==> src/rtl/fixedpoint_formatter_pipe_if.sv <==
// Purpose : bundles the input beat, output beat and sticky-overflow signals of the formatter.
// Latency : none, wiring only.
// Backpr. : carries valid/ready for both sides; slave is the formatter, master is its environment.
interface fixedpoint_formatter_pipe_if #(
  parameter int LANES = 4,
  parameter int IN_W  = 32,
  parameter int OUT_W = 16
);
  logic                   valid_i;
  logic                   ready_o;
  logic [LANES*IN_W-1:0]  data_i;
  logic [1:0]             mode_i;
  logic                   sat_en_i;
  logic                   valid_o;
  logic                   ready_i;
  logic [LANES*OUT_W-1:0] data_o;
  logic [LANES-1:0]       ovf_o;
  logic [LANES-1:0]       sticky_ovf_o;
  logic                   clr_i;

  modport slave (
    input  valid_i, data_i, mode_i, sat_en_i, ready_i, clr_i,
    output ready_o, valid_o, data_o, ovf_o, sticky_ovf_o
  );

  modport master (
    output valid_i, data_i, mode_i, sat_en_i, ready_i, clr_i,
    input  ready_o, valid_o, data_o, ovf_o, sticky_ovf_o
  );
endinterface

==> src/rtl/fixedpoint_formatter_pipe.sv <==
// Purpose : multi-lane signed fixed-point narrowing: round away SHIFT LSBs, then saturate or wrap.
// Latency : 2 cycles input transfer to valid_o, 1 beat/cycle throughput.
// Backpr. : two-stage skid-free pipeline; ready_o drops only when both stages hold a beat and ready_i=0.
module fixedpoint_formatter_pipe #(
  parameter int IN_W  = 32,
  parameter int OUT_W = 16,
  parameter int SHIFT = 16,
  parameter int LANES = 4
) (
  input  logic                      clk_i,
  input  logic                      rst_i,
  fixedpoint_formatter_pipe_if.slave bus
);

  // Rounded value keeps one extra bit above the shifted word so the +1 never wraps.
  localparam int RW = IN_W - SHIFT + 1;
  localparam logic [SHIFT-1:0] HALF = SHIFT'(1) << (SHIFT - 1);

  logic                            w_en1;
  logic                            w_en2;
  logic                            w_oxfer;
  logic [LANES-1:0][RW-1:0]        w_round;
  logic [LANES-1:0][OUT_W-1:0]     w_fmt;
  logic [LANES-1:0]                w_ovf;

  logic                            r_s1_vld;
  logic                            r_s1_sat;
  logic [LANES-1:0][RW-1:0]        r_s1_r;
  logic                            r_vld;
  logic [LANES-1:0][OUT_W-1:0]     r_dat;
  logic [LANES-1:0]                r_ovf;
  logic [LANES-1:0]                r_sticky;

  // Output stage advances when empty or drained; stage 1 advances when empty or stage 2 moves.
  assign w_en2   = ~r_vld | bus.ready_i;
  assign w_en1   = ~r_s1_vld | w_en2;
  assign w_oxfer = r_vld & bus.ready_i;

  for (genvar k = 0; k < LANES; k++) begin : g_lane
    logic [IN_W-1:0]      w_x;
    logic [RW-1:0]        w_q;
    logic [SHIFT-1:0]     w_f;
    logic                 w_inc;
    logic [RW-OUT_W:0]    w_top;

    assign w_x = bus.data_i[k*IN_W +: IN_W];
    // Arithmetic shift: sign bit duplicated into the extra headroom bit.
    assign w_q = {w_x[IN_W-1], w_x[IN_W-1:SHIFT]};
    assign w_f = w_x[SHIFT-1:0];

    // Rounding increment chosen by the beat's mode; reserved code falls back to floor.
    always_comb begin
      case (bus.mode_i)
        2'b01:   w_inc = (w_f >= HALF);
        2'b10:   w_inc = (w_f > HALF) | ((w_f == HALF) & w_q[0]);
        default: w_inc = 1'b0;
      endcase
    end

    assign w_round[k] = w_q + RW'(w_inc);

    // In range only if every bit from the OUT_W sign position upward agrees.
    assign w_top    = r_s1_r[k][RW-1:OUT_W-1];
    assign w_ovf[k] = ~((&w_top) | ~(|w_top));
    assign w_fmt[k] = (w_ovf[k] & r_s1_sat)
                    ? {r_s1_r[k][RW-1], {(OUT_W-1){~r_s1_r[k][RW-1]}}}
                    : r_s1_r[k][OUT_W-1:0];
  end

  // Stage 1: capture the rounded lanes and the saturate flag that travels with the beat.
  always_ff @(posedge clk_i) begin
    if (rst_i) begin
      r_s1_vld <= 1'b0;
      r_s1_sat <= 1'b0;
      r_s1_r   <= '0;
    end else if (w_en1) begin
      r_s1_vld <= bus.valid_i;
      if (bus.valid_i) begin
        r_s1_r   <= w_round;
        r_s1_sat <= bus.sat_en_i;
      end
    end
  end

  // Stage 2: range-checked result; held untouched while stalled downstream.
  always_ff @(posedge clk_i) begin
    if (rst_i) begin
      r_vld <= 1'b0;
      r_dat <= '0;
      r_ovf <= '0;
    end else if (w_en2) begin
      r_vld <= r_s1_vld;
      if (r_s1_vld) begin
        r_dat <= w_fmt;
        r_ovf <= w_ovf;
      end
    end
  end

  // Sticky overflow: a set on an output transfer overrides a same-cycle clear.
  always_ff @(posedge clk_i) begin
    if (rst_i) begin
      r_sticky <= '0;
    end else begin
      r_sticky <= (bus.clr_i ? '0 : r_sticky) | ({LANES{w_oxfer}} & r_ovf);
    end
  end

  assign bus.ready_o      = w_en1;
  assign bus.valid_o      = r_vld;
  assign bus.data_o       = r_dat;
  assign bus.ovf_o        = r_ovf;
  assign bus.sticky_ovf_o = r_sticky;

endmodule

==> src/flat_wrapper.sv <==
// flat-port wrapper written by rule: the top's interface ports become plain ports
module fixedpoint_formatter_pipe_flat 
#(
  parameter int IN_W  = 32,
  parameter int OUT_W = 16,
  parameter int SHIFT = 16,
  parameter int LANES = 4
)
  (clk_i, rst_i, bus_valid_i, bus_data_i, bus_mode_i, bus_sat_en_i, bus_ready_i, bus_clr_i, bus_ready_o, bus_valid_o, bus_data_o, bus_ovf_o, bus_sticky_ovf_o);
  fixedpoint_formatter_pipe_if #(.LANES(LANES), .IN_W(IN_W), .OUT_W(OUT_W)) bus_i ();
  input  logic clk_i;
  input  logic rst_i;
  input wire logic [$bits(bus_i.valid_i)-1:0] bus_valid_i;
  input wire logic [$bits(bus_i.data_i)-1:0] bus_data_i;
  input wire logic [$bits(bus_i.mode_i)-1:0] bus_mode_i;
  input wire logic [$bits(bus_i.sat_en_i)-1:0] bus_sat_en_i;
  input wire logic [$bits(bus_i.ready_i)-1:0] bus_ready_i;
  input wire logic [$bits(bus_i.clr_i)-1:0] bus_clr_i;
  output wire logic [$bits(bus_i.ready_o)-1:0] bus_ready_o;
  output wire logic [$bits(bus_i.valid_o)-1:0] bus_valid_o;
  output wire logic [$bits(bus_i.data_o)-1:0] bus_data_o;
  output wire logic [$bits(bus_i.ovf_o)-1:0] bus_ovf_o;
  output wire logic [$bits(bus_i.sticky_ovf_o)-1:0] bus_sticky_ovf_o;
  assign bus_i.valid_i = bus_valid_i;
  assign bus_i.data_i = bus_data_i;
  assign bus_i.mode_i = bus_mode_i;
  assign bus_i.sat_en_i = bus_sat_en_i;
  assign bus_i.ready_i = bus_ready_i;
  assign bus_i.clr_i = bus_clr_i;
  assign bus_ready_o = bus_i.ready_o;
  assign bus_valid_o = bus_i.valid_o;
  assign bus_data_o = bus_i.data_o;
  assign bus_ovf_o = bus_i.ovf_o;
  assign bus_sticky_ovf_o = bus_i.sticky_ovf_o;
  fixedpoint_formatter_pipe #(.IN_W(IN_W), .OUT_W(OUT_W), .SHIFT(SHIFT), .LANES(LANES)) u_core (.clk_i(clk_i), .rst_i(rst_i), .bus(bus_i));
endmodule
==> config.mk <==
export PLATFORM = sky130hd
export DESIGN_NAME = fixedpoint_formatter_pipe_flat
export DESIGN_NICKNAME = d
export VERILOG_FILES = /design/src/rtl/fixedpoint_formatter_pipe_if.sv /design/src/rtl/fixedpoint_formatter_pipe.sv /design/src/flat_wrapper.sv
export SDC_FILE = /design/constraint.sdc
export NUM_CORES = 1
export LEC_CHECK = 0
export BUFFER_PORTS_ARGS = -buffer_cell sky130_fd_sc_hd__buf_2
export CORE_ASPECT_RATIO = 1.25
export CORE_MARGIN = 5
export CORE_UTILIZATION = 45
export CTS_BUF_LIST = sky130_fd_sc_hd__clkbuf_4
export CTS_CLUSTER_SIZE = 24
export DETAILED_ROUTE_END_ITERATION = 10
export PLACE_DENSITY_LB_ADDON = 0.08
export SYNTH_ARGS = -nofsm -noshare
export SYNTH_HDL_FRONTEND = slang
export SYNTH_SLANG_ARGS = --single-unit
==> constraint.sdc <==
create_clock -name clk_i -period 2 [get_ports clk_i]
set_clock_uncertainty 0.15 [all_clocks]
set_input_delay 0.1 -clock clk_i [delete_from_list [all_inputs] [get_ports clk_i]]
set_output_delay 0.1 -clock clk_i [all_outputs]
set_load 0.005 [all_outputs]
==> flow_summary_export.csv <==
group,metric,value,unit
floorplan,coreArea,0.01393,mm^2
run,drv_cap,0,
grt,overflow,0,
power_and_ir_drop,p_leak,0.003850,uW
clock_network,cts-buffers-inserted,17,
sta,period_needed,1.980,ns
grt,grtUsageTotal,23.71,%
detailed_routing,vias,6817,
clock_network,worst_skew_pair.late_latency,0.53,ns
floorplan,initial_core_util,46.15,%
final_layout,fin_area,0.009236,mm^2
detailed_routing,drcViolationCount,0,
placement,portBuffers,209,
sta,slew_viol_final,0,
logic_synthesis,synthTopCellsByArea,"dfxtp_1, a211oi_1, a21oi_1",
setup_path,crit_family,"buffers and inverters",
detailed_routing,detail-route-antenna-nets,0,
grt,grt_start_max_net_pins,83,
power_and_ir_drop,powerDensity,665.4,mW/mm^2
floorplan,die_w,116.9,um
setup_path,path_cells,"buf_2 -> nor4_2 -> nand4_1 -> a21oi_2 -> nor3b_2 -> ha_2 -> ha_4 -> buf_4 -> xnor2_1 -> dlygate4sd3_1 -> a211oi_2",
logic_synthesis,ys_ff_latch,143,
sta,min_period_over_period,98.99,%
floorplan,io_pins,210,
detailed_routing,wirelength,19.94,mm
sta,finalWorstSetupSlack,0.02027,ns
placement,place_ws,-0.4204,ns
final_layout,nets,1244,
floorplan,die-area,0.01679,mm^2
logic_synthesis,syn_nets,935,
setup_path,arrival,2.27,ns
setup_path,cp_slowest_cell,"dlygate4sd3_1",
setup_path,slowest_delay,0.57,ns
placement,dp_hpwl,13.83,mm
setup_path,crit_buf_inv,3,
setup_path,end_kind,"register",
placement,placedInstanceArea,0.008001,mm^2
sta,hold_viol,0,
grt,grt_pass1_wl,31.84,mm
sta,slew_headroom,67.26,%
logic_synthesis,synth_top_cell_area_share,44.52,%
logic_synthesis,synth_cells,789,
floorplan,rows,48,
logic_synthesis,yosys_warnings,0,
clock_network,cts_tree,"yes",
logic_synthesis,ys_seq_area_share,44.52,%
power_and_ir_drop,ir_drop,0.3654,mV
clock_network,cts-root-buf,"clkbuf_4",
final_layout,mostFrequentLayoutCells,"buf_2, dfxtp_1, nand2_1",
final_layout,layout_commonest_cell,"buf_2",
logic_synthesis,synth_top_cell_by_area,"dfxtp_1",
clock_network,cts.sinks,143,
logic_synthesis,ys_types,36,
clock_network,cts.path.max_buffers,2,
grt,antenna_found_initial,1,
clock_network,clkTransAtPathRegs,0.12,ns
detailed_routing,viasPerCell,5.297,
sta,tns,0,ns
setup_path,path_class,"in2reg",
logic_synthesis,synth_area,0.006430,mm^2
grt,grt_pass1_vias,6600,
sta,timing.fmax,505.1,MHz
final_layout,area_growth,43.65,%
power_and_ir_drop,total_power,6146,uW
setup_path,path_max_fanout,4,
clock_network,htreeDepth,4,
placement,finalWeightedCongestion,0.8676,
sta,fin_hold_ws,0.09704,ns
detailed_routing,first_pass_iters,4,
outcome,outcome,"finished clean",
sta,setup_viol,0,
setup_path,startpoint_type,"primary input",
detailed_routing,wl_per_cell,15.50,um
floorplan,die_h,143.6,um
detailed_routing,dr.first_iter.drc_count,321,
setup_path,crit_required,2.29,ns
final_layout,layout-drive-gt1-share,29.79,%
min_path,hold_class,"in2reg",
sta,worstMarginPinSlew,0.4788,ns
logic_synthesis,syn_area_per_cell,8.149,um^2
[cell type report]
cell class | count | area, um^2
clock inverter | 15 | 158.9
tap | 175 | 219.0
sequential | 143 | 2863
multi-input combinational | 574 | 3501
timing repair buffer | 340 | 2282
antenna | 1 | 2.502
fill | 1221 | 4697
inverter | 22 | 82.58
clock buffer | 17 | 127.6
[flip-flops by register name, indices dropped and copies added, names as in the netlist]
register                 count
u_core.bus.data_o           64
u_core.bus.ovf_o             4
u_core.bus.sticky_ovf_o      4
u_core.bus.valid_o           1
u_core.g_lane.w_top          8
u_core.r_s1_r               60
u_core.r_s1_sat              1
u_core.r_s1_vld              1
[timing repair]
action	in CTS	in global routing
endpoints found under the hold margin	83	0
setup endpoints to repair	0	8
buffers inserted	0	2
hold buffers	82	0
resized for setup	0	21
[cell usage after synthesis]
library cell and number:
clkbuf_1 42, a211oi_1 56, buf_2 4, nand2_1 99
nor3b_1 5, a31o_2 4, nand4_1 25, nor2_1 75
nor4_1 29, nor3_1 14, mux2i_1 4, inv_1 22
and4_1 1, and2_1 2, o21ai_0 64, a31oi_1 4
mux2_2 1, o211ai_1 1, a32oi_1 4, and3_1 3
nand4_4 1, nand3_1 22, xnor2_1 41, or4_1 1
a211o_1 1, a311oi_1 4, a2111oi_0 2, or4_4 1
nand3b_1 1, or3_1 3, xor2_1 14, nand2b_1 3
buf_1 4, a21oi_1 79, dfxtp_1 143, ha_1 10
[worst min-delay path: stages]
cell	delay [ns]
buf_2	0.09
nor3b_2	0.17
ha_1	0.26
nand2_1	0.05
a21oi_1	0.05
[metal layers]
layer	routed length [um]	part of all wire, %	global-route usage [%]	vias up
li1	-	-	-	3449
met1	8214	41	28.90	3098
met2	9899	50	40.07	230
met3	1204	6.0	5.560	40
met4	626	3.1	9.541	0
met5	0	0	0	-
[cells by family (layout without fill, tap and decap cells)]
kind of cell             after synthesis  count (layout)  synth area share [%]
buffers and inverters                 72             394                 4.281
adder cells (fa/ha/maj)               10              10                 1.946
other                                  0               1                     0
XOR/XNOR                              55              55                 7.492
AO/OA/AOI/OAI                        219             219                 20.22
AND/OR/NAND/NOR                      285             285                 20.74
flip-flops                           143             143                 44.52
multiplexers                           5               5                0.7978
[final timing paths]
path	end	startpoint	depth (start not counted)	slack, ns
setup / recovery	u_core.r_s1_r[53]	bus_data_i[98]	11	0.02
hold / removal	u_core.r_s1_r[17]	bus_data_i[47]	5	0.1
setup reg to reg	u_core.r_s1_r[42]	u_core.r_s1_vld	5	0.25
hold reg to reg	u_core.bus.data_o[29]	u_core.r_s1_r[30]	2	0.31
[power by group]
group | leakage (uW) | internal [uW] | switching (uW)
sequential | 0.00118 | 3050 | 113
clock | 0.000141 | 755 | 1110
combinational | 0.00253 | 547 | 573
total | 0.00385 | 4350 | 1800
[metrics by stage]
| stage | util, % | cells |
|---|---|---|
| global placement | 57.43 | 1172 |
| floorplan | - | 789 |
| global route | 66.29 | 1287 |
| detailed placement | 57.43 | 1172 |
| finish | 66.29 | 1287 |
| CTS | 65.37 | 1286 |
Power figures use the tool's default switching activity.
